===== src/rtl/procesor_pkg.sv =====
// ---------------------------------------------------------------------------
// procesor_pkg
// Shared definitions for the processor pipeline: default bus widths used by
// the program ROM, the fetch stage and the decoder, plus the fetch FSM state
// type.
// ---------------------------------------------------------------------------
package procesor_pkg;

    // Default program address / instruction word widths.
    localparam int DOMYSLNA_ADDR_WIDTH = 8;
    localparam int DOMYSLNA_DATA_WIDTH = 16;

    // Fetch FSM: RUN fetches, HALT freezes the PC (jumps still load it).
    typedef enum logic {
        RUN  = 1'b0,
        HALT = 1'b1
    } stan_pobierania_t;

endpackage


===== src/rtl/licznik_pc.sv =====
// ---------------------------------------------------------------------------
// licznik_pc
// Program counter register: load (jump) has priority over increment,
// otherwise hold. Increment wraps modulo 2^ADDR_WIDTH without any flag.
//
// Ports:
//   clk          clock, rising edge
//   rst_n        synchronous active-low reset, loads RESET_ADDR
//   laduj        load cel into the PC
//   cel          load value (jump target)
//   inkrementuj  advance the PC by one
//   pc           current PC value
// ---------------------------------------------------------------------------
module licznik_pc
    import procesor_pkg::*;
#(
    parameter int                    ADDR_WIDTH = DOMYSLNA_ADDR_WIDTH,
    parameter logic [ADDR_WIDTH-1:0] RESET_ADDR = '0
) (
    input  logic                  clk,
    input  logic                  rst_n,
    input  logic                  laduj,
    input  logic [ADDR_WIDTH-1:0] cel,
    input  logic                  inkrementuj,
    output logic [ADDR_WIDTH-1:0] pc
);

    // NOTE: non-blocking assignments so every flop samples pre-edge values.
    always_ff @(posedge clk) begin
        if (!rst_n) begin
            pc <= RESET_ADDR;
        end else if (laduj) begin
            pc <= cel;
        end else if (inkrementuj) begin
            pc <= pc + 1'b1;
        end
    end

endmodule


===== src/rtl/pobieranie_rozkazow.sv =====
// ---------------------------------------------------------------------------
// pobieranie_rozkazow
// Instruction fetch stage. Drives the program ROM address from the PC,
// captures the ROM word into the instruction register and offers it to
// decode over a valid/ready handshake. Supports jump with flush and halt.
//
// Build option: define POBIERANIE_SKOK_WZGL_EN for PC-relative jumps
// (target = pc_ir + signed skok_adr); otherwise skok_adr is absolute.
//
// Ports:
//   clk, rst_n   clock / synchronous active-low reset
//   rom_a        program ROM address (= PC, combinational)
//   rom_d        program ROM data
//   skok         jump request pulse, skok_adr = target or offset
//   stop         halt request (level)
//   ir, pc_ir    captured instruction and the address it came from
//   ir_valid     ir holds an instruction not yet accepted
//   ir_ready     decode accepts ir this cycle
//   zatrzymany   fetch is halted
// ---------------------------------------------------------------------------
module pobieranie_rozkazow
    import procesor_pkg::*;
#(
    parameter int                    ADDR_WIDTH = DOMYSLNA_ADDR_WIDTH,
    parameter int                    DATA_WIDTH = DOMYSLNA_DATA_WIDTH,
    parameter logic [ADDR_WIDTH-1:0] RESET_ADDR = '0
) (
    input  logic                  clk,
    input  logic                  rst_n,
    output logic [ADDR_WIDTH-1:0] rom_a,
    input  logic [DATA_WIDTH-1:0] rom_d,
    input  logic                  skok,
    input  logic [ADDR_WIDTH-1:0] skok_adr,
    input  logic                  stop,
    output logic [DATA_WIDTH-1:0] ir,
    output logic [ADDR_WIDTH-1:0] pc_ir,
    output logic                  ir_valid,
    input  logic                  ir_ready,
    output logic                  zatrzymany
);

    stan_pobierania_t      stan;
    logic [ADDR_WIDTH-1:0] pc;
    logic [ADDR_WIDTH-1:0] cel;
    logic                  wolny;
    logic                  pobierz;

    // The instruction slot can take a new word when empty or being drained.
    assign wolny   = !ir_valid || ir_ready;
    // A jump or a halt request suppresses the capture in the same cycle.
    assign pobierz = (stan == RUN) && !stop && !skok && wolny;

`ifdef POBIERANIE_SKOK_WZGL_EN
    // Operands share one width, so the sign extension of the offset is
    // implicit in the modulo-2^ADDR_WIDTH wraparound of the sum.
    assign cel = pc_ir + skok_adr;
`else
    assign cel = skok_adr;
`endif

    licznik_pc #(
        .ADDR_WIDTH (ADDR_WIDTH),
        .RESET_ADDR (RESET_ADDR)
    ) u_licznik_pc (
        .clk         (clk),
        .rst_n       (rst_n),
        .laduj       (skok),
        .cel         (cel),
        .inkrementuj (pobierz),
        .pc          (pc)
    );

    assign rom_a = pc;

    always_ff @(posedge clk) begin
        if (!rst_n) begin
            stan       <= RUN;
            zatrzymany <= 1'b0;
            ir         <= '0;
            pc_ir      <= '0;
            ir_valid   <= 1'b0;
        end else begin
            // The halt request alone decides the next state, in any state.
            stan       <= stop ? HALT : RUN;
            zatrzymany <= stop;

            if (skok) begin
                // Flush: the word in ir is from the abandoned path.
                ir_valid <= 1'b0;
            end else if (pobierz) begin
                ir       <= rom_d;
                pc_ir    <= pc;
                ir_valid <= 1'b1;
            end else if (ir_ready) begin
                // No refill this cycle; the accepted word must not be offered twice.
                ir_valid <= 1'b0;
            end
        end
    end

endmodule


===== config.mk =====
export PLATFORM = sky130hd
export DESIGN_NAME = pobieranie_rozkazow
export DESIGN_NICKNAME = d
export VERILOG_FILES = /design/src/rtl/procesor_pkg.sv /design/src/rtl/licznik_pc.sv /design/src/rtl/pobieranie_rozkazow.sv
export SDC_FILE = /design/constraint.sdc
export NUM_CORES = 1
export LEC_CHECK = 0
export BUFFER_PORTS_ARGS = -buffer_cell sky130_fd_sc_hd__buf_2
export CORE_MARGIN = 2
export CORE_UTILIZATION = 47
export CTS_BUF_LIST = sky130_fd_sc_hd__clkbuf_16
export DETAILED_ROUTE_END_ITERATION = 8
export PLACE_DENSITY = 0.78
export SLEW_MARGIN = 20
export SYNTH_ARGS = -nofsm -noshare
export SYNTH_HDL_FRONTEND = slang
export SYNTH_HIERARCHICAL = 1
export SYNTH_SLANG_ARGS = --single-unit

===== constraint.sdc =====
create_clock -name clk -period 2.1 [get_ports clk]
set_input_delay 0.315 -clock clk [delete_from_list [all_inputs] [get_ports clk]]
set_output_delay 0.315 -clock clk [all_outputs]
set_load 0.1 [all_outputs]

==> results by group, run 1 <==
Outcome
  • Status: finished clean

STA
  • Pins Over Slew Limit: 0
  • Final min period: ~1700 ps
  • Unrepaired setup endpoints after global routing: no
  • Hold_ws: 285 ps
  • Worst Skew: ~6.6 ps
  • Setup violators final: 0
  • FMAX: slightly below 600 MHz
  • Headroom to the max-slew limit: 61.9%
  • Fin worst setup slack: 390 ps
  • Final period util: 81.4%
  • Final count of hold timing violations: 0
  • Setup TNS: 0 ps
  • Pin slew with the least headroom to its limit: 567 ps

CTS
  • CTS tree: yes
  • H-tree Lvls: 2
  • Post_cts resized: 0
  • Clock-pin slew on the worst setup and hold paths: 50 ps
  • Postcts setup bufs: 0
  • CTS buffer count: 5
  • Worst skew pair latency: 280 ps
  • Root Driver: clkbuf_16
  • Clock buffer depth: 2
  • Sink Count: 34
  • Cts hold-fix bufs: 0

Setup path
  • Worst Path Arrival: 1920 ps
  • Max FO, Critical Path: 10
  • Element type at the critical path start: register
  • Crit path required time: 2310 ps
  • CP Capture Type: register
  • Type of the worst setup path: reg -> reg

Floorplanning
  • Die W: just over 60 um
  • Core area: ~3100 um^2
  • Die area: around 3700 um^2
  • I/O pin count: 63
  • Initial Utilization: between 40% and 50%
  • Chip height: 60.4 um
  • Cell Rows: 20

Placed design
  • Gpl congestion: between 0.8 and 0.9
  • Post-DP HPWL: approximately 2200 um
  • IO buf count: slightly above 60
  • Place WS: about 300 ps
  • Area of placed instances: roughly 1900 um^2
  • Placed cell count: about 270

Pwr
  • Sw Ratio: between 30% and 40%
  • Peak VDD IR: 0.000579 V
  • Leak: just over 0.9 nW
  • Power share of the clock group: approximately two fifths
  • Comb pwr share: around a fifth
  • Pwr dens: ~900 nW/um^2
  • Sequential Power Share: a little under two fifths
  • Internal power: between 1 and 1.5 mW
  • Switching pwr: around 0.57 mW

Synth
  • Synth Instances: roughly 170
  • Main area contributors after synthesis: dfxtp_1 45%, mux2i_1 17%, nand2_1 13%, o21ai_0 2.7%, clkbuf_1 1.8%
  • Dominant cell type by area after synthesis: dfxtp_1
  • Syn Area/Cell: 8.96 um^2
  • Seq cells post-synth: 34
  • Seq/Total Area, Yosys: 45.5%
  • Synth Warn #: 6
  • Syn nets: ~200
  • Yosys top cell area share: a little under half
  • Post-Syn Area: ~1500 um^2
  • Synth cell types: 29

Route
  • Via/cell ratio: roughly 4.8
  • WL final: ~3200 um
  • Routed Antenna Nets: 0
  • Pre-Repair DR Iteration Count: 4
  • Number of remaining DRC errors: 0
  • DRT iter0 DRCs: 29
  • Routed wire per std cell: about 12 um
  • Vias after detailed routing: 1327

Final layout
  • Post-route insts no fill: 275
  • Layout cells sized above 1: 33.3%
  • Design area: ~2000 um^2
  • Ant. Diodes: 0
  • Filler cells: approximately 290
  • Multi-input logic area: between 700 and 800 um^2
  • Register area: between 600 and 700 um^2
  • NumNets Final: 260
  • Layout area overhead: 34.5%

Worst hold path
  • Min-delay worst type: in -> reg

Global routing
  • First-pass GRT wire length: just under 5000 um
  • Largest net degree at the start of global routing: 42
  • Vias in the first global route: around 1.1k
  • Total GRT Usage: 18.0%
  • Initial antenna violation count: 0
  • Grt ovf: 0

Job
  • Max-Cap Viols: 0
-- logic make-up (layout without fill, tap and decap cells) --
| logic type | after synthesis | in the layout | share of synthesized area (%) |
|---|---|---|---|
| AO/OA/AOI/OAI | 14 | 14 | 5.43 |
| XOR/XNOR | 4 | 4 | 2.34 |
| adder cells (fa/ha/maj) | 1 | 1 | 0.836 |
| buffers and inverters | 11 | 75 | 4.01 |
| flip-flops | 34 | 34 | 45.5 |
| multiplexers | 25 | 25 | 16.7 |
| AND/OR/NAND/NOR | 78 | 78 | 25.2 |
-- routing by layer --
metal,wire [um],GRT usage [%]
met5,0,0
met1,1480,22.6
met2,1430,28.1
met4,50,7.45
met3,218,6.82
-- critical path: stages, from the launching register on --
cell      delay (ps)
dfxtp_4          330
nor2b_2          160
nor4_4           430
nand3b_1         140
or4_1            490
nand3_1          100
-- through the flow --
step           utilization, %  power, mW
6_report                 65.9       1.83
5_1_grt                  65.9       1.90
4_1_cts                  65.9       1.85
3_5_place_dp             60.8       1.10
3_3_place_gp             60.8       1.09
2_1_floorplan               -       1.02
-- synthesized netlist by cell type --
| cell | number |
|---|---|
| ha_1 | 1 |
| o21ai_0 | 8 |
| xor2_1 | 2 |
| nor2b_1 | 1 |
| and2_0 | 1 |
| nand2b_1 | 1 |
| nand4_1 | 3 |
| nor4_4 | 1 |
| or4_1 | 2 |
| inv_1 | 1 |
| buf_6 | 2 |
| or3_1 | 1 |
| dfxtp_1 | 34 |
| clkbuf_1 | 7 |
| o211a_1 | 1 |
| nand3b_1 | 1 |
| mux2i_1 | 25 |
| nand3_1 | 4 |
| nand2_1 | 52 |
| and2_1 | 4 |
| a21oi_1 | 2 |
| nand3_2 | 1 |
| and3b_1 | 1 |
| nor2_1 | 2 |
| o211ai_1 | 2 |
| xnor2_1 | 2 |
| buf_4 | 1 |
| a31oi_1 | 1 |
| nor3b_1 | 3 |
-- layout make-up --
class / instances / share of cell area (%)
Tap cell: 44 / 2.73
Inverter: 1 / 0.186
Timing Repair Buffer: 66 / 17.5
Clock buffer: 6 / 7.46
Clock inverter: 2 / 0.373
Sequential cell: 34 / 34.1
Multi-Input combinational cell: 122 / 37.7
-- state kept, by name (all words and copies together), names as in the netlist --
signal and count:
ir 16, ir_valid 1, pc_ir 8, u_licznik_pc/pc 8, zatrzymany 1
-- layout by cell type (no fill, tap or decap) --
master	Yosys	layout
a31oi_1	1	1
o211a_1	1	1
a21oi_1	2	2
buf_12	0	1
dfxtp_1	34	32
nand3b_1	1	1
and3b_1	1	1
buf_2	0	62
or4_1	2	2
o21ai_0	8	8
nor3b_1	3	3
and2_0	1	1
inv_1	1	3
buf_4	1	3
or3_1	1	1
and2_1	4	4
nor2_1	2	2
xor2_1	2	2
nor4_4	1	1
ha_1	1	1
nand3_1	4	4
mux2i_1	25	25
nand2_1	52	52
nand2b_1	1	1
dfxtp_4	0	1
nor2b_2	0	1
nand3_2	1	1
xnor2_1	2	2
nand4_1	3	3
clkbuf_16	0	6
o211ai_1	2	2
dfxtp_2	0	1
-- final timing paths --
path | from | to | slack [ps] | cells past startpoint
hold reg to reg | pc_ir[0] | pc_ir[0] | 450 | 2
setup / recovery | ir_valid | u_licznik_pc/pc[7] | 390 | 5
setup reg to reg | ir_valid | u_licznik_pc/pc[7] | 390 | 5
hold / removal | rom_d[3] | ir[3] | 290 | 3
-- power by group through the flow --
stage | clock (mW) | sequential, mW | combinational (mW)
2_1_floorplan | 0 | 0.930 | 0.0913
3_3_place_gp | 0 | 0.716 | 0.379
3_5_place_dp | 0 | 0.717 | 0.381
4_1_cts | 0.761 | 0.704 | 0.382
5_1_grt | 0.798 | 0.708 | 0.399
6_report | 0.749 | 0.704 | 0.380
No activity file was read; power rests on OpenSTA's default activity.
==> inputs of run 2 (changes only) <==
clock period = 1.75 ns   (was 2.1 ns; I/O delays follow)
==> results by group, run 2 (same netlist as run 1, synthesis figures left out) <==
STA
  • Final min period: approximately 1500 ps
  • Final count of hold timing violations: 0 (unchanged)
  • Headroom to the max-slew limit: 67.4% (was 61.9%)
  • FMAX: around 660 MHz
  • Worst Skew: 1.54 ps (was 6.60 ps)
  • Final period util: a little under nine tenths
  • Pin slew with the least headroom to its limit: 493 ps (was 567 ps)
  • Setup violators final: 0 (unchanged)
  • Unrepaired setup endpoints after global routing: no (unchanged)
  • Pins Over Slew Limit: 0 (unchanged)
  • Hold_ws: 233 ps (was 285 ps)

Setup path
  • Element type at the critical path start: register (unchanged)
  • Slowest stage cell, crit path: buf_2 (was or4_1)
  • Buffers and inverters on the worst path: 1 (was 0)
  • CP Capture Type: primary output (was register)
  • Worst Path Arrival: 1250 ps (was 1920 ps)
  • Top delay family on crit path: buffers and inverters (was simple AND/OR/NAND/NOR gates)
  • Crit path required time: 1490 ps (was 2310 ps)
  • CP cell instances: buf_2 (was nor2b_2 -> nor4_4 -> nand3b_1 -> or4_1 -> nand3_1)
  • Max incr delay on CP: 490 ps (about the same)
  • Type of the worst setup path: reg -> out (was reg -> reg)
  • Max FO, Critical Path: 7 (was 10)

CTS
  • H-tree Lvls: 2 (unchanged)
  • Worst skew pair latency: 270 ps (was 280 ps)
  • Root Driver: clkbuf_16 (unchanged)
  • Cts hold-fix bufs: 0 (unchanged)
  • Clock buffer depth: 2 (unchanged)
  • Postcts setup bufs: 0 (unchanged)
  • CTS buffer count: 5 (unchanged)
  • Clock-pin slew on the worst setup and hold paths: 50 ps (about the same)
  • Sink Count: 34 (unchanged)
  • CTS tree: yes (unchanged)
  • Post_cts resized: 0 (unchanged)

Job
  • Max-Cap Viols: 0 (unchanged)

Global routing
  • Initial antenna violation count: 0 (unchanged)
  • Grt ovf: 0 (unchanged)
  • Largest net degree at the start of global routing: 34 (was 42)
  • Total GRT Usage: 18.9% (was 18.0%)
  • First-pass GRT wire length: 5040 um (was 4860 um)
  • Vias in the first global route: 1161 (was 1096)

Final layout
  • Max reg flops: 16 (unchanged)
  • Most common cell after layout, fill and taps aside: buf_2 (unchanged)
  • Ant. Diodes: 0 (unchanged)
  • Largest reg by FF count: ir (unchanged)
  • Biggest regs: ir (16), pc_ir (8), u_licznik_pc/pc (8) (unchanged)
  • Layout cells sized above 1: 35.2% (was 33.3%)
  • Most frequent cells in the layout: 62 x buf_2, 52 x nand2_1, 31 x dfxtp_1, 25 x mux2i_1 (was 62 x buf_2, 52 x nand2_1, 32 x dfxtp_1, 25 x mux2i_1, 8 x o21ai_0)
  • NumNets Final: 262 (was 260)
  • Layout area overhead: 34.4% (was 34.5%)

Route
  • DRT iter0 DRCs: 55 (was 29)
  • Number of remaining DRC errors: 0 (unchanged)
  • Vias after detailed routing: 1351 (was 1327)
  • Routed Antenna Nets: 0 (unchanged)
  • Via/cell ratio: 4.88 (was 4.83)
  • Routed wire per std cell: 11.6 um (about the same)
  • WL final: 3210 um (was 3180 um)
  • Pre-Repair DR Iteration Count: 4 (unchanged)

Floorplanning
  • Initial Utilization: 49.0% (unchanged)
  • Die W: 60.4 um (unchanged)
  • I/O pin count: 63 (unchanged)
  • Cell Rows: 20 (unchanged)
  • Die area: 3650 um^2 (unchanged)
  • Chip height: 60.4 um (unchanged)
  • Core area: 3050 um^2 (unchanged)

Pwr
  • Peak VDD IR: 0.000745 V (was 0.000579 V)
  • Leak: 0.921 nW (was 0.927 nW)
  • Power Total: 2.12 mW (was 1.83 mW)
  • Pwr dens: 1060 nW/um^2 (was 911 nW/um^2)

Worst hold path
  • Min-delay worst type: in -> reg (unchanged)

Placed design
  • Post-DP HPWL: 2300 um (was 2230 um)
  • Gpl congestion: 0.810 (was 0.819)
  • IO buf count: 62 (unchanged)

Outcome
  • Status: finished clean (unchanged)
-- run 2: through the flow --
| stage | area, um^2 | TNS [ps] | instances | setup slack (ps) | utilization, % |
|---|---|---|---|---|---|
| 3_3_place_gp | 1870 | 0 | 269 | 249 | 61.3 |
| 5_1_grt | 2010 | 0 | 277 | 146 | 65.9 |
| 6_report | 2010 | 0 | 277 | 240 | 65.9 |
| 4_1_cts | 2010 | 0 | 277 | 241 | 65.9 |
| 3_5_place_dp | 1870 | 0 | 269 | 179 | 61.3 |
| 2_1_floorplan | 1520 | -1220 | 167 | -208 | - |
-- run 2: path summary, 6_finish.rpt --
kind | depth (start not counted) | slack [ps] | start | to
setup / recovery | 1 | 240 | u_licznik_pc/pc[2] | rom_a[2]
hold / removal | 3 | 230 | rom_d[7] | ir[7]
setup reg to reg | 6 | 250 | ir_valid | u_licznik_pc/pc[6]
hold reg to reg | 2 | 450 | pc_ir[5] | pc_ir[5]
-- run 2: worst reg2reg max path, stage by stage, from the launching register on --
cell     delay, ps
dfxtp_4        330
nor2b_4        130
nor4_4         240
buf_4          210
nand3_2         80
or3_1          320
a31oi_1        120
-- run 2: metal layers --
metal / routed length [um] / up-vias / track usage (%)
met5: 0 / - / 0
met4: 59 / 0 / 11.2
met3: 284 / 4 / 5.76
met2: 1340 / 52 / 29.0
met1: 1530 / 599 / 23.4
li1: - / 696 / -
-- run 2: power breakdown --
group	switching [mW]	internal [mW]	total, mW	leakage, nW
sequential	0.0338	0.811	0.844	0.280
clock	0.301	0.519	0.819	0.0716
combinational	0.356	0.103	0.459	0.570
total	0.691	1.43	2.12	0.921
-- run 2: area by class of cell --
| type | instances | area [um^2] |
|---|---|---|
| fillers | 284 | 1040 |
| multi-input cells | 122 | 768 |
| flip-flops and latches | 34 | 689 |
| repair buffers | 68 | 355 |
| clock buffers | 5 | 125 |
| well taps | 44 | 55.1 |
| clock inverters | 3 | 15.0 |
| inverters | 1 | 3.75 |
==> inputs of run 3 (changes only) <==
CORE_UTILIZATION = 46   (was 47)
PLACE_DENSITY = 0.77   (was 0.78)
SYNTH_HIERARCHICAL = unset   (was 1)
==> results by group, run 3 <==
Outcome
  • Status: finished clean (unchanged)

Setup path
  • Max FO, Critical Path: 24 (was 7)
  • Max incr delay on CP: 440 ps (was 490 ps)
  • Slowest stage cell, crit path: or2_1 (was buf_2)
  • Critical Path Stages: 5 (was 1)
  • Worst Path Arrival: 1670 ps (was 1250 ps)
  • R2R cell count: 5 (was 6)
  • CP Capture Type: register (was primary output)
  • Element type at the critical path start: register (unchanged)
  • Type of the worst setup path: reg -> reg (was reg -> out)
  • Worst setup path startpoint: zatrzymany (was u_licznik_pc/pc[2])
  • Crit path required time: 1950 ps (was 1490 ps)
  • Buffers and inverters on the worst path: 1 (unchanged)
  • Reg2reg start: zatrzymany (was ir_valid)
  • CP cell instances: or2_1 -> nor3_4 -> buf_12 -> nand2_1 -> a21boi_0 (was buf_2)
  • Top delay family on crit path: simple AND/OR/NAND/NOR gates (was buffers and inverters)

Pwr
  • Leak: 0.850 nW (was 0.921 nW)
  • Switching pwr: 0.698 mW (was 0.691 mW)
  • Sw Ratio: 32.8% (was 32.5%)
  • Power Total: 2.13 mW (was 2.12 mW)
  • Pwr dens: 1090 nW/um^2 (was 1060 nW/um^2)
  • Sequential Power Share: 39.8% (about the same)
  • Comb pwr share: 21.6% (about the same)
  • Power share of the clock group: 38.6% (about the same)
  • Internal power: 1.43 mW (about the same)
  • Peak VDD IR: 0.000789 V (was 0.000745 V)

STA
  • FMAX: 677 MHz (was 662 MHz)
  • Final count of hold timing violations: 0 (unchanged)
  • Setup TNS: 0 ps (unchanged)
  • Unrepaired setup endpoints after global routing: no (unchanged)
  • Final period util: 84.4% (was 86.3%)
  • Final min period: 1480 ps (was 1510 ps)
  • Worst Skew: 1.42 ps (was 1.54 ps)
  • Pins Over Slew Limit: 0 (unchanged)
  • Pin slew with the least headroom to its limit: 604 ps (was 493 ps)
  • Setup violators final: 0 (unchanged)
  • Headroom to the max-slew limit: 59.7% (was 67.4%)

Final layout
  • Largest reg by FF count: ir (unchanged)
  • Post-route insts no fill: 272 (was 277)
  • Most frequent cells in the layout: 62 x buf_2, 51 x nand2_1, 26 x dfxtp_1, 20 x a21boi_1, 8 x dfxtp_2 (was 62 x buf_2, 52 x nand2_1, 31 x dfxtp_1, 25 x mux2i_1)
  • NumNets Final: 257 (was 262)
  • Layout area overhead: 33.5% (was 34.4%)
  • Max reg flops: 16 (unchanged)
  • Ant. Diodes: 0 (unchanged)
  • Layout cells sized above 1: 37.3% (was 35.2%)
  • Biggest regs: ir (16), pc_ir (8), u_licznik_pc.pc (8) (was ir (16), pc_ir (8), u_licznik_pc/pc (8))
  • Most common cell after layout, fill and taps aside: buf_2 (unchanged)

Global routing
  • First-pass GRT wire length: 5140 um (was 5040 um)
  • Grt ovf: 0 (unchanged)
  • Largest net degree at the start of global routing: 35 (was 34)
  • Total GRT Usage: 19.3% (was 18.9%)
  • Vias in the first global route: 1194 (was 1161)
  • Initial antenna violation count: 0 (unchanged)

Floorplanning
  • Cell Rows: 20 (unchanged)
  • Die area: 3660 um^2 (was 3650 um^2)
  • Chip height: 60.5 um (was 60.4 um)
  • I/O pin count: 63 (unchanged)
  • Die W: 60.5 um (was 60.4 um)
  • Core area: 3050 um^2 (unchanged)
  • Initial Utilization: 48.0% (was 49.0%)

Synth
  • Seq/Total Area, Yosys: 46.4% (was 45.5%)
  • Synth cell types: 26 (was 29)
  • Post-Syn Area: 1470 um^2 (was 1500 um^2)
  • Most instantiated cells after synthesis: 51 x nand2_1, 34 x dfxtp_1, 20 x a21boi_1 (was 52 x nand2_1, 34 x dfxtp_1, 25 x mux2i_1)
  • Main area contributors after synthesis: dfxtp_1 46%, nand2_1 13%, a21boi_1 10%, xnor2_1 4.2%, nor4b_4 3.2% (was dfxtp_1 45%, mux2i_1 17%, nand2_1 13%, o21ai_0 2.7%, clkbuf_1 1.8%)
  • Top FF cell, synth: dfxtp_1 (unchanged)
  • Dominant cell type by area after synthesis: dfxtp_1 (unchanged)
  • Post-synth EDFFs: 0 (unchanged)
  • Syn nets: 194 (was 197)
  • Leading cell type by number of instances after synthesis: nand2_1 (unchanged)
  • Yosys top cell area share: 46.4% (was 45.5%)
  • Synth Warn #: 0 (was 6)
  • Ys async rst share: 0% (unchanged)
  • Seq cells post-synth: 34 (unchanged)
  • Syn Area/Cell: 8.94 um^2 (was 8.96 um^2)
  • Synth Instances: 164 (was 167)

CTS
  • CTS buffer count: 5 (unchanged)
  • Worst skew pair latency: 270 ps (about the same)
  • Clock buffer depth: 2 (unchanged)
  • Post_cts resized: 0 (unchanged)
  • Cts hold-fix bufs: 0 (unchanged)
  • H-tree Lvls: 2 (unchanged)
  • Root Driver: clkbuf_16 (unchanged)
  • CTS tree: yes (unchanged)
  • Sink Count: 34 (unchanged)
  • Clock-pin slew on the worst setup and hold paths: 50 ps (about the same)
  • Postcts setup bufs: 0 (unchanged)

Route
  • WL final: 3180 um (was 3210 um)
  • Pre-Repair DR Iteration Count: 4 (unchanged)
  • Vias after detailed routing: 1334 (was 1351)
  • Routed wire per std cell: 11.7 um (was 11.6 um)
  • Routed Antenna Nets: 0 (unchanged)
  • DRT iter0 DRCs: 92 (was 55)
  • Via/cell ratio: 4.90 (was 4.88)
  • Number of remaining DRC errors: 0 (unchanged)

Placed design
  • IO buf count: 62 (unchanged)
  • Placed cell count: 264 (was 269)
  • Gpl congestion: 0.744 (was 0.810)
  • Post-DP HPWL: 2230 um (was 2300 um)

Worst hold path
  • Hold path cells: 2 (was 3)
  • Min-delay worst type: in -> reg (unchanged)
  • Hold Startpoint: stop (was rom_d[7])

Job
  • Max-Cap Viols: 0 (unchanged)
## run 3: changes by cell type after synthesis, sizes merged, moves of 3 or more
cell    previous run  this run
clkbuf             7         4
buf                3         6
xnor2              2         7
and2               5         1
mux2i             25         0
nor3b              3         0
a21boi             0        24
a21oi              2         6
## run 3: worst paths after layout
check	to	slack (ps)
worst max-delay path	pc_ir[3]	270
worst min-delay path	zatrzymany	220
worst max register to register	pc_ir[3]	270
worst min register to register	ir[7]	450
## run 3: power groups by stage
stage	clock, mW	combinational [mW]	sequential (mW)
finish	0.822	0.458	0.846
floorplan	0	0.110	1.12
global placement	0	0.457	0.863
detailed placement	0	0.460	0.862
global route	0.874	0.483	0.853
CTS	0.840	0.461	0.846
## run 3: per-layer routing
metal  GRT usage (%)  part of all wire, %
met2            31.2                   47
met4            8.39                 0.72
met1            22.7                   45
met5               0                    0
met3            7.68                  8.1
## run 3: cells by family (layout without fill, tap and decap cells)
group	Yosys count	after routing	share of synthesized area [%]
buffers and inverters	11	75	4.61
XOR/XNOR	7	7	4.18
AO/OA/AOI/OAI	40	40	18.2
AND/OR/NAND/NOR	71	71	25.8
adder cells (fa/ha/maj)	1	1	0.853
flip-flops	34	34	46.4
## run 3: per-stage QoR
stage / hold slack (ps) / instance area [um^2] / util (%) / setup slack (ps)
6_report: 220 / 1960 / 64.1 / 273
5_1_grt: 224 / 1960 / 64.1 / 193
4_1_cts: 215 / 1960 / 64.1 / 261
3_5_place_dp: 442 / 1820 / 59.6 / 202
3_3_place_gp: 439 / 1820 / 59.6 / 290
2_1_floorplan: 384 / 1480 / - / 35.2
## run 3: worst register-to-register path: cells and delay by family (launching register included)
kind / cells / cell delay [ps]
compound gates: 1 / 160
buf+inv: 1 / 180
flops: 1 / 320
simple gates: 3 / 740
## run 3: cell type report
class,instances,area (um^2)
Clock buffer,5,125
Clock inverter,3,12.5
Fill cell,292,1090
Inverter,1,3.75
Multi-Input combinational cell,119,718
Sequential cell,34,691
Tap cell,44,55.1
Timing Repair Buffer,66,353
